===== config.mk =====
export PLATFORM = sky130hd
export DESIGN_NAME = sha256_pad
export DESIGN_NICKNAME = d
export VERILOG_FILES = /design/src/rtl/sha256_pkg.sv /design/src/rtl/sha256_pad.sv
export SDC_FILE = /design/constraint.sdc
export NUM_CORES = 1
export LEC_CHECK = 0
export CORE_UTILIZATION = 28
export DETAILED_ROUTE_END_ITERATION = 12
export DONT_BUFFER_PORTS = 1
export HOLD_SLACK_MARGIN = 0.06
export PLACE_DENSITY = 0.43
export SLEW_MARGIN = 5
export SYNTH_ARGS = -nofsm -noshare
export SYNTH_HDL_FRONTEND = slang
export SYNTH_SLANG_ARGS = --single-unit

===== constraint.sdc =====
create_clock -name clk_i -period 4.2 [get_ports clk_i]
set_clock_uncertainty 0.1 [all_clocks]
set_input_delay 0.84 -clock clk_i [delete_from_list [all_inputs] [get_ports clk_i]]
set_output_delay 0.84 -clock clk_i [all_outputs]
set_load 0.02 [all_outputs]

===== src/rtl/sha256_pkg.sv =====
// Shared constants, state encoding and the word-builder helper for the SHA-256 front end.
// A 32-bit word carries the first message byte in bits [31:24].
package sha256_pkg;

  localparam int D_WIDTH   = 32;
  localparam int BLK_WORDS = 16;
  localparam int LEN_WIDTH = 64;
  localparam int WCNT_W    = $clog2(BLK_WORDS);

  localparam logic [D_WIDTH-1:0] PAD_WORD = 32'h8000_0000;

  // Index of the last fill word; the two length words occupy the slots after it.
  localparam logic [WCNT_W-1:0] LAST_FILL_IDX = WCNT_W'(BLK_WORDS - 3);

  typedef enum logic [2:0] {
    IDLE,
    DATA,
    PAD,
    LEN_HI,
    LEN_LO
  } pad_state_t;

  // Keeps the valid leading bytes of a final partial beat, drops the 0x80 marker
  // right after them and zero-fills the rest. Full or non-final beats pass through.
  function automatic logic [D_WIDTH-1:0] build_word(input logic [D_WIDTH-1:0] data,
                                                    input logic [2:0]         nbytes,
                                                    input logic               last);
    logic [D_WIDTH-1:0] w;
    w = data;
    if (last) begin
      case (nbytes)
        3'd0:    w = PAD_WORD;
        3'd1:    w = {data[31:24], 24'h80_0000};
        3'd2:    w = {data[31:16], 16'h8000};
        3'd3:    w = {data[31:8], 8'h80};
        default: w = data;
      endcase
    end
    return w;
  endfunction

endpackage


===== src/rtl/sha256_pad.sv =====
// SHA-256 message padder: turns a byte-counted beat stream into complete 16-word blocks
// carrying the 0x80 marker, zero fill and the 64-bit big-endian bit length.
module sha256_pad
  import sha256_pkg::*;
(
  input  logic               clk_i,
  input  logic               rst_i,
  input  logic [D_WIDTH-1:0] in_data_i,
  input  logic [2:0]         in_bytes_i,
  input  logic               in_last_i,
  input  logic               in_valid_i,
  output logic               in_ready_o,
  output logic [D_WIDTH-1:0] out_data_o,
  output logic               out_last_o,
  output logic               out_valid_o,
  input  logic               out_ready_i
);

  pad_state_t            state_q, state_d;
  logic [WCNT_W-1:0]     wcnt_q, wcnt_d;
  logic [LEN_WIDTH-1:0]  len_q, len_d;
  logic                  need80_q, need80_d;
  logic [D_WIDTH-1:0]    out_data_q, out_data_d;
  logic                  out_last_q, out_last_d;
  logic                  out_valid_q, out_valid_d;
  logic                  adv;
  logic                  in_ready;

  assign adv = ~out_valid_q | out_ready_i;

  // in_ready is forced low while reset is held so nothing is taken during reset.
  assign in_ready_o  = in_ready & ~rst_i;
  assign out_data_o  = out_data_q;
  assign out_last_o  = out_last_q;
  assign out_valid_o = out_valid_q;

  always_comb begin
    state_d     = state_q;
    wcnt_d      = wcnt_q;
    len_d       = len_q;
    need80_d    = need80_q;
    out_data_d  = out_data_q;
    out_last_d  = out_last_q;
    out_valid_d = out_valid_q;
    in_ready    = 1'b0;

    if (adv) begin
      out_valid_d = 1'b0;
      out_last_d  = 1'b0;
    end

    case (state_q)
      IDLE, DATA: begin
        in_ready = adv;
        if (in_valid_i && adv) begin
          out_valid_d = 1'b1;
          out_data_d  = build_word(in_data_i, in_bytes_i, in_last_i);
          wcnt_d      = wcnt_q + 1'b1;
          len_d       = len_q + LEN_WIDTH'({in_bytes_i, 3'b000});
          if (!in_last_i) begin
            state_d = DATA;
          end else if (in_bytes_i == 3'd4) begin
            // A full final beat leaves no room for the marker; it goes out as its own word.
            state_d  = PAD;
            need80_d = 1'b1;
          end else begin
            state_d = (wcnt_q == LAST_FILL_IDX) ? LEN_HI : PAD;
          end
        end
      end

      PAD: begin
        if (adv) begin
          out_valid_d = 1'b1;
          out_data_d  = need80_q ? PAD_WORD : '0;
          need80_d    = 1'b0;
          wcnt_d      = wcnt_q + 1'b1;
          state_d     = (wcnt_q == LAST_FILL_IDX) ? LEN_HI : PAD;
        end
      end

      LEN_HI: begin
        if (adv) begin
          out_valid_d = 1'b1;
          out_data_d  = len_q[LEN_WIDTH-1:D_WIDTH];
          wcnt_d      = wcnt_q + 1'b1;
          state_d     = LEN_LO;
        end
      end

      LEN_LO: begin
        if (adv) begin
          out_valid_d = 1'b1;
          out_last_d  = 1'b1;
          out_data_d  = len_q[D_WIDTH-1:0];
          wcnt_d      = wcnt_q + 1'b1;
          len_d       = '0;
          state_d     = IDLE;
        end
      end

      default: state_d = IDLE;
    endcase
  end

  always_ff @(posedge clk_i or posedge rst_i) begin
    if (rst_i) begin
      state_q     <= IDLE;
      wcnt_q      <= '0;
      len_q       <= '0;
      need80_q    <= 1'b0;
      out_data_q  <= '0;
      out_last_q  <= 1'b0;
      out_valid_q <= 1'b0;
    end else begin
      state_q     <= state_d;
      wcnt_q      <= wcnt_d;
      len_q       <= len_d;
      need80_q    <= need80_d;
      out_data_q  <= out_data_d;
      out_last_q  <= out_last_d;
      out_valid_q <= out_valid_d;
    end
  end

  // Only the final beat may be partial, and never more than four bytes.
  a_legal_beat : assert property (@(posedge clk_i) disable iff (rst_i)
    (in_valid_i && in_ready_o) |-> ((in_bytes_i <= 3'd4) && (in_last_i || in_bytes_i == 3'd4)));

endmodule


# Word-level counts from Yosys, hierarchy flattened
# Cells that the tools add are included.
[op_classes] addsub=2 multipliers=0 div=0 order_cmp=0 eq_ne=16 shift=0 mux=35 bitwise=4 reduce_logical=14
[ops] operator="32-bit one-hot mux with 4 select lines" count=2
[ops] operator="32-bit 2-to-1 mux" count=6
[ops] operator="64-bit 2-to-1 mux" count=2
[ops] operator="64-bit one-hot mux with 2 select lines" count=1
[ops] operator="64-bit by 6-bit adder with 64-bit output" count=1
[ops] operator="1-bit 2-to-1 mux" count=13
[ops] operator="3-bit by 2-bit == test with 1-bit output (second input constant)" count=4
[ops] operator="3-bit 2-to-1 mux" count=4
[ops] operator="2-bit != test (second input constant)" count=6
[ops] operator="3-bit one-hot mux with 4 select lines" count=1
[ops] operator="5-bit AND reduction" count=2
[ops] operator="4-bit 2-to-1 mux" count=2
[ops] operator="4-bit one-hot mux with 2 select lines" count=1
[ops] operator="3-bit by 1-bit == test with 1-bit output (second input constant)" count=2
[ops] operator="3-bit == test (second input constant)" count=2
[ops] operator="3-bit zero test" count=2
[ops] operator="3-bit AND reduction" count=2
[ops] operator="2-bit nonzero test" count=3
[ops] operator="4-bit by 1-bit adder with 4-bit output (second input constant)" count=1
[ops] operator="4-bit == test (second input constant)" count=1
[ops] operator="1-bit one-hot mux with 2 select lines" count=2
[ops] operator="4-bit AND reduction" count=1
[ops] operator="4-bit nonzero test" count=1
[ops] operator="3-bit OR reduction" count=1
[ops] operator="7 further kinds" count=8
[word_totals] register_bits=106 latchBits=0 ramBits=0 mem_bits_ro=0 output_inout_bits=35 n_memories=0

# Logic depth before layout (Yosys ltp)
# Gate-level depths: netlist of the first run.
[depth] depth_word=6 mapped_depth=8 ltp_nobuf=7

# Least setup slack after synthesis of the first run
# Ideal clock, no wire load.
[synth_timing] path_type="in2reg" start="input in_bytes_i[0]" end="register len_q[17]" setup_ns=0.132 t_arrival_ns=2.617 required_time_ns=3.968 path_slack_ns=1.352 stages=7 cell_sequence="ha_1 -> fa_1 -> a21oi_1 -> a2111oi_0 -> nand4_1 -> xor2_1 -> nor2_1"
[synth_via] elab_chain_cells=3
[synth_lines] element="start: declaration" line_no="sha256_pad.sv:9" source="input logic [2:0] in_bytes_i,"
[synth_lines] element="64-bit by 6-bit adder with 64-bit output" line_no="sha256_pad.sv:59" source="len_d = len_q + LEN_WIDTH'({in_bytes_i, 3'b000});"
[synth_lines] element="64-bit 2-to-1 mux" line_no="sha256_pad.sv:55" source="if (in_valid_i && adv) begin"
[synth_lines] element="64-bit one-hot mux with 2 select lines" line_no="sha256_pad.sv:52" source="case (state_q)"
[synth_lines] element="end signal: assignment" line_no="sha256_pad.sv:118" source="len_q <= len_d;"
[synth_lines] element="end: declaration" line_no="sha256_pad.sv:21" source="logic [LEN_WIDTH-1:0] len_q, len_d;"
# Every way passes these cells. The select of a mux whose other input is x is not followed.
# A chain may end at the register's enable or synchronous reset.

# Worst setup path in the final report of the first run
[layout_timing] start="register state_q[2]" end="register len_q[60]"
[layout_via] elab_chain_cells=4 elab_cells_between_ends=9
[layout_lines] element="start: declaration" line_no="sha256_pad.sv:19" source="pad_state_t state_q, state_d;"
[layout_lines] element="start signal: assignment" line_no="sha256_pad.sv:116" source="state_q <= state_d;"
[layout_lines] element="3-bit by 1-bit == test with 1-bit output / 3-bit zero test (equally long branches)" line_no="sha256_pad.sv:52"
[layout_lines] element="2-bit OR reduction" line_no="sha256_pad.sv:52"
[layout_lines] element="2-bit != test (no source line) / 2-bit nonzero test (equally long branches)"
[layout_lines] element="3-bit AND reduction (no source line)"
# Parallel ways exist; a longest one is shown, timed or not.

==> results of run 1 <==
critical path, stage by stage (launching register included):
cell      delay, ns
dfrtp_1        0.69
nand2b_1       0.25
a2111o_1       0.51
or4_1          0.76
or4_1          0.56
a21oi_1        0.15
cells in the mapped netlist (2+ instances only):
cell type / count / area share, %
or3_1: 20 / 2.3
buf_1: 2 / 0.14
nand4_1: 24 / 2.7
a222oi_1: 26 / 4.7
o31ai_1: 18 / 2.4
dfrtp_1: 103 / 47
o21ai_0: 30 / 2.7
ha_1: 5 / 1.1
buf_6: 2 / 0.41
nand3_1: 25 / 2.3
o211ai_1: 2 / 0.27
or4_1: 21 / 2.9
and3_1: 4 / 0.45
a21oi_1: 72 / 6.5
a22oi_1: 3 / 0.41
inv_1: 11 / 0.75
nor3_1: 8 / 0.72
nor3b_1: 2 / 0.27
clkbuf_1: 31 / 2.1
nor4_1: 11 / 1.2
nand2b_1: 9 / 1.0
xor2_1: 11 / 1.7
nand2_1: 47 / 3.2
nor2_1: 66 / 4.5
or2_2: 5 / 0.57
mux2i_1: 5 / 0.91
and4_1: 3 / 0.48
nand4b_1: 2 / 0.32
nor2b_1: 4 / 0.45
and2_1: 4 / 0.45
xnor2_1: 11 / 1.7
a31oi_1: 4 / 0.45
sequential cells by signal, summed over array words and instances, names as in the netlist:
register,flops
out_valid_o,1
wcnt_q,4
len_q,61
out_last_o,1
state_q,3
out_data_o,32
need80_q,1
final cells by class:
type,count,area (µm²)
fill,2044,13300
multi-input combinational,459,2770
sequential,103,2580
tap,265,332
clock buffer,10,239
timing repair buffer,12,90.1
clock inverter,6,67.6
inverter,11,43.8
routing by layer:
layer,routed length [µm],vias up,track usage [%]
met5,0,-,0
li1,-,2261,-
met1,8220,2391,24.8
met3,1250,27,4.00
met4,406,0,7.30
met2,8220,186,29.0
worst max-delay path by stage:
stage	start	cells after the start	slack, ns	end
final	state_q[2]	5	1.10	len_q[60]
after global routing	state_q[2]	5	0.94	len_q[60]
after CTS	state_q[2]	5	1.13	len_q[60]
after detailed placement	in_bytes_i[0]	7	1.02	len_q[53]
after global placement	in_bytes_i[0]	7	1.09	len_q[53]
after floorplan	rst_i	1	0.56	len_q[10]
per-stage QoR:
stage                     cells  power [W]
after floorplan             608    0.00229
after global placement      850    0.00256
after detailed placement    850    0.00258
after CTS                   866    0.00349
after global routing        866    0.00369
final                       866    0.00345
kinds of logic after synthesis:
family          after synthesis
simple gates                260
compound gates              165
xor+xnor                     22
buf+inv                      46
flops                       103
mux                           6
fa+ha+maj                     6
where the power goes:
group,internal (W),switching (W)
registers,0.00122,0.000433
logic,0.000318,0.000579
clock network,0.000483,0.000414
==> impl_metrics.ini, run 1 <==
[synthesis]
synth_top_family_by_area = simple AND/OR/NAND/NOR gates
async_flop_share_pct = 100
synthMuxAreaShare_pct = 1.11
ys_seq_elements = 103
synth.avg_cell_area_um2 = 9.08
ys_seq_area_share_pct = 46.7
synth_area_um2 = 5520
synth-main-ff-cell = dfrtp_1
synthXorXnorAreaFrac_pct = 3.49
netlist_instances = 608
ys_warn_count = 0
synthSimpleGateAreaFrac_pct = 24.7
synth_edf_count = 0
synth_cell_types = 49
synthAdderAreaFrac_pct = 1.50
synth_compound_area_share_pct = 19.1
synthesis.nets = 654

[sta]
min_period_over_period_pct = 73.7
slew-limit-headroom_pct = 35.3
layout_setup_ws_ns = 1.10
setup_viol = 0
hold_viol_final = 0
max_freq_mhz = 323
holdWs_ns = 0.419
fin_crit_ns = 3.10
fin_tns_setup_ns = 0
rsz0062_at_grt = no
tightest_slew_ns = 0.967
slew_viol_final = 0

[cts]
cts.sinks = 103
htreeDepth = 3
path_clk_slew_ns = 0.08
hold_buffers = 0
clk_path_buf_depth = 2
post_cts_resized = 0
cts_tree = yes
cts-root-buf = clkbuf_16
cts_buffers = 9
cts_setup_buffers = 0
insertion_delay_ns = 0.36

[finish]
final_core_util_pct = 31.5
antennaDiodeCount = 0
drive_gt1_share_pct = 6.82
final_common_cell = dfrtp_1
layout_common_cells = dfrtp_1, a21oi_1, nor2_1
syn_to_final_growth_pct = 10.8
nNetsFinal = 642
fin_area_um2 = 6120

[placed_design]
globalplace.congestion = 0.802
dp_slack_ns = 1.02
post-dp-hpwl_um = 13100
place_area_um2 = 5810
io_buffers = 0

[die]
die_h_um = 142
die_width_um = 142
io_pins = 75
initial_core_util_pct = 28.5
rows = 51
dieArea_um2 = 20300
coreArea_um2 = 19400

[setup_path]
path_class = flop to flop
r2r_start = state_q[2]
cp.arrival_ns = 3.28
rr_endpoint = len_q[60]
cp-end-kind = flop
start_kind = flop
cp_max_fo = 19
cp.required_ns = 4.38
r2r_slack_ns = 1.10
reg2regPathDepth = 5

[grt]
grt_overflow_total = 0
grt_pass1_wl_um = 28100
grt_max_degree = 69
grt_pass1_vias = 4803
antenna_found_initial = 0
grt_usage_pct = 18.5

[routing]
wirelength_um = 18100
drtIter0Drc = 339
wl_per_cell_um = 20.9
vias = 4865
drc = 0
vias_per_cell = 5.62
drtPass1Iterations = 6
drtAntennaViolNets = 0

[min_path]
whs_endpoint = wcnt_q[3]
hold_start = wcnt_q[3]
min_path_type = flop to flop
worstHoldPathCells = 1

[pwr]
p_leak_nw = 2.33
ir_worst_vdd_uv = 186
powerDensity_nw_per_um2 = 564

[flow_run]
maxCapViolCount = 0

[run_status]
status = completed
Note: power is estimated with default switching activity, not from simulation.
==> run 2: changes to the inputs <==
==> constraint.sdc (replaced) <==
create_clock -name clk_i -period 3 [get_ports clk_i]
set_clock_uncertainty 0.1 [all_clocks]
set_input_delay 0.6 -clock clk_i [delete_from_list [all_inputs] [get_ports clk_i]]
set_output_delay 0.6 -clock clk_i [all_outputs]
set_load 0.02 [all_outputs]
==> run 2 against run 1 <==
Effect of this change: total power rose by 45%; sequential share of layout area fell by 1.4 points; via count rose by 1.5%; sequential power rose by 36%; largest cell class unchanged; routed wire length fell by 0.31%; critical path type unchanged; register-to-register slack got worse by 0.82 ns; clock-buffer cell count rose by 3; setup slack got worse by 0.82 ns; largest power group unchanged; hold slack got worse by 0.23 ns.
==> impl_metrics.ini, run 2 (synthesis gave the netlist of run 1 again) <==
[sta]
hold_viol_final = 0
setup_viol = 0
rsz0062_at_grt = no
layout_setup_ws_ns = 0.286
min_period_over_period_pct = 90.5
max_freq_mhz = 368
fin_crit_ns = 2.71
slew-limit-headroom_pct = 34.3
tightest_slew_ns = 0.981
fin_tns_setup_ns = 0
slew_viol_final = 0

[routing]
wirelength_um = 18000
drtPass1Iterations = 7
drc = 0
vias_per_cell = 5.56
drtAntennaViolNets = 0
vias = 4939
drtIter0Drc = 371
wl_per_cell_um = 20.3

[cts]
htreeDepth = 3
post_cts_resized = 0
insertion_delay_ns = 0.36
cts-root-buf = clkbuf_16
cts_buffers = 9
cts_tree = yes
hold_buffers = 0
cts.sinks = 103
clk_path_buf_depth = 2
path_clk_slew_ns = 0.07
cts_setup_buffers = 0

[setup_path]
r2r_start = out_valid_o
cp-end-kind = flop
r2r_slack_ns = 0.29
path_class = flop to flop
rr_endpoint = len_q[49]
cp.arrival_ns = 2.90
cp.required_ns = 3.18
worstSetupStartpoint = out_valid_o
reg2regPathDepth = 5
cp_max_fo = 22
start_kind = flop

[finish]
nNetsFinal = 664
layout_common_cells = dfrtp_1, a21oi_1, nor2_1
seqCellArea_um2 = 2580
largest_register_ffs = 61
final_common_cell = dfrtp_1
top_register = len_q
syn_to_final_growth_pct = 14.6
multi_input_area_um2 = 2770
drive_gt1_share_pct = 9.79
fillers = 2057
antennaDiodeCount = 0

[pwr]
switchingPower_w = 0.00198
powerDensity_nw_per_um2 = 789
pwr-share-comb_pct = 28.3
seqPwrFrac_pct = 45.1
ir_worst_vdd_uv = 270
finalPower_w = 0.00500
p_int_w = 0.00302
p_sw_share_pct = 39.6
p_leak_nw = 2.46
pwr-share-clk_pct = 26.6

[placed_design]
io_buffers = 0
post-dp-hpwl_um = 13200
dp_slack_ns = 0.147
globalplace.congestion = 0.829

[die]
die_h_um = 142
dieArea_um2 = 20300
coreArea_um2 = 19400
initial_core_util_pct = 28.5
io_pins = 75
rows = 51
die_width_um = 142

[grt]
grt_pass1_vias = 4742
grt_pass1_wl_um = 28100
grt_max_degree = 104
grt_overflow_total = 0
grt_usage_pct = 18.5
antenna_found_initial = 0

[min_path]
min_path_type = input port to async pin

[flow_run]
maxCapViolCount = 0

[run_status]
status = completed
## run 2: cell count changes in the layout (fill, tap and decap cells not counted), sizes merged
cell and change:
clkbuf +3, inv -3, bufinv +1, clkinvlp -1
buf +22
## run 2: worst max-delay path by stage
stage | to | slack [ns] | cells past startpoint
after floorplan | len_q[17] | 0.39 | 7
after global placement | len_q[57] | 0.24 | 8
after detailed placement | len_q[55] | 0.15 | 8
after CTS | len_q[49] | 0.29 | 5
after global routing | len_q[55] | 0.16 | 8
final | len_q[49] | 0.29 | 5
## run 2: cell type report
cell class | count | area share [%]
clock buffers | 13 | 4.11
clock inverters | 3 | 1.03
inverters | 11 | 0.712
multi-input cells | 459 | 43.8
flip-flops and latches | 103 | 40.7
well taps | 265 | 5.24
repair buffers | 34 | 4.43
## run 2: power by group through the flow
stage / Combinational, W / Clock [W] / Sequential (W)
3_3_place_gp: 0.00140 / 0 / 0.00228
2_1_floorplan: 0.00100 / 0 / 0.00221
6_report: 0.00142 / 0.00133 / 0.00225
3_5_place_dp: 0.00142 / 0 / 0.00229
5_1_grt: 0.00161 / 0.00141 / 0.00231
4_1_cts: 0.00143 / 0.00136 / 0.00226
## run 2: stage by stage
step | cell area [µm²] | std cells | hold WS, ns | util, %
floorplan | 5530 | 608 | 0.345 | -
global placement | 6000 | 872 | 0.363 | 30.9
detailed placement | 6000 | 872 | 0.368 | 30.9
CTS | 6330 | 888 | 0.216 | 32.6
global route | 6330 | 888 | 0.219 | 32.6
finish | 6330 | 888 | 0.185 | 32.6
## run 2: critical path, stage by stage, from the launching register on
cell and delay [ns]:
dfrtp_1 0.47, nor2b_1 0.22, a2111o_1 0.45, or4_4 0.69, or4_1 0.54, a21oi_1 0.16
## run 2: metal layers
layer	share of wire, %	track usage, %
met1	47	25.6
met2	46	28.9
met3	6.6	4.34
met4	0.95	4.64
met5	0	0
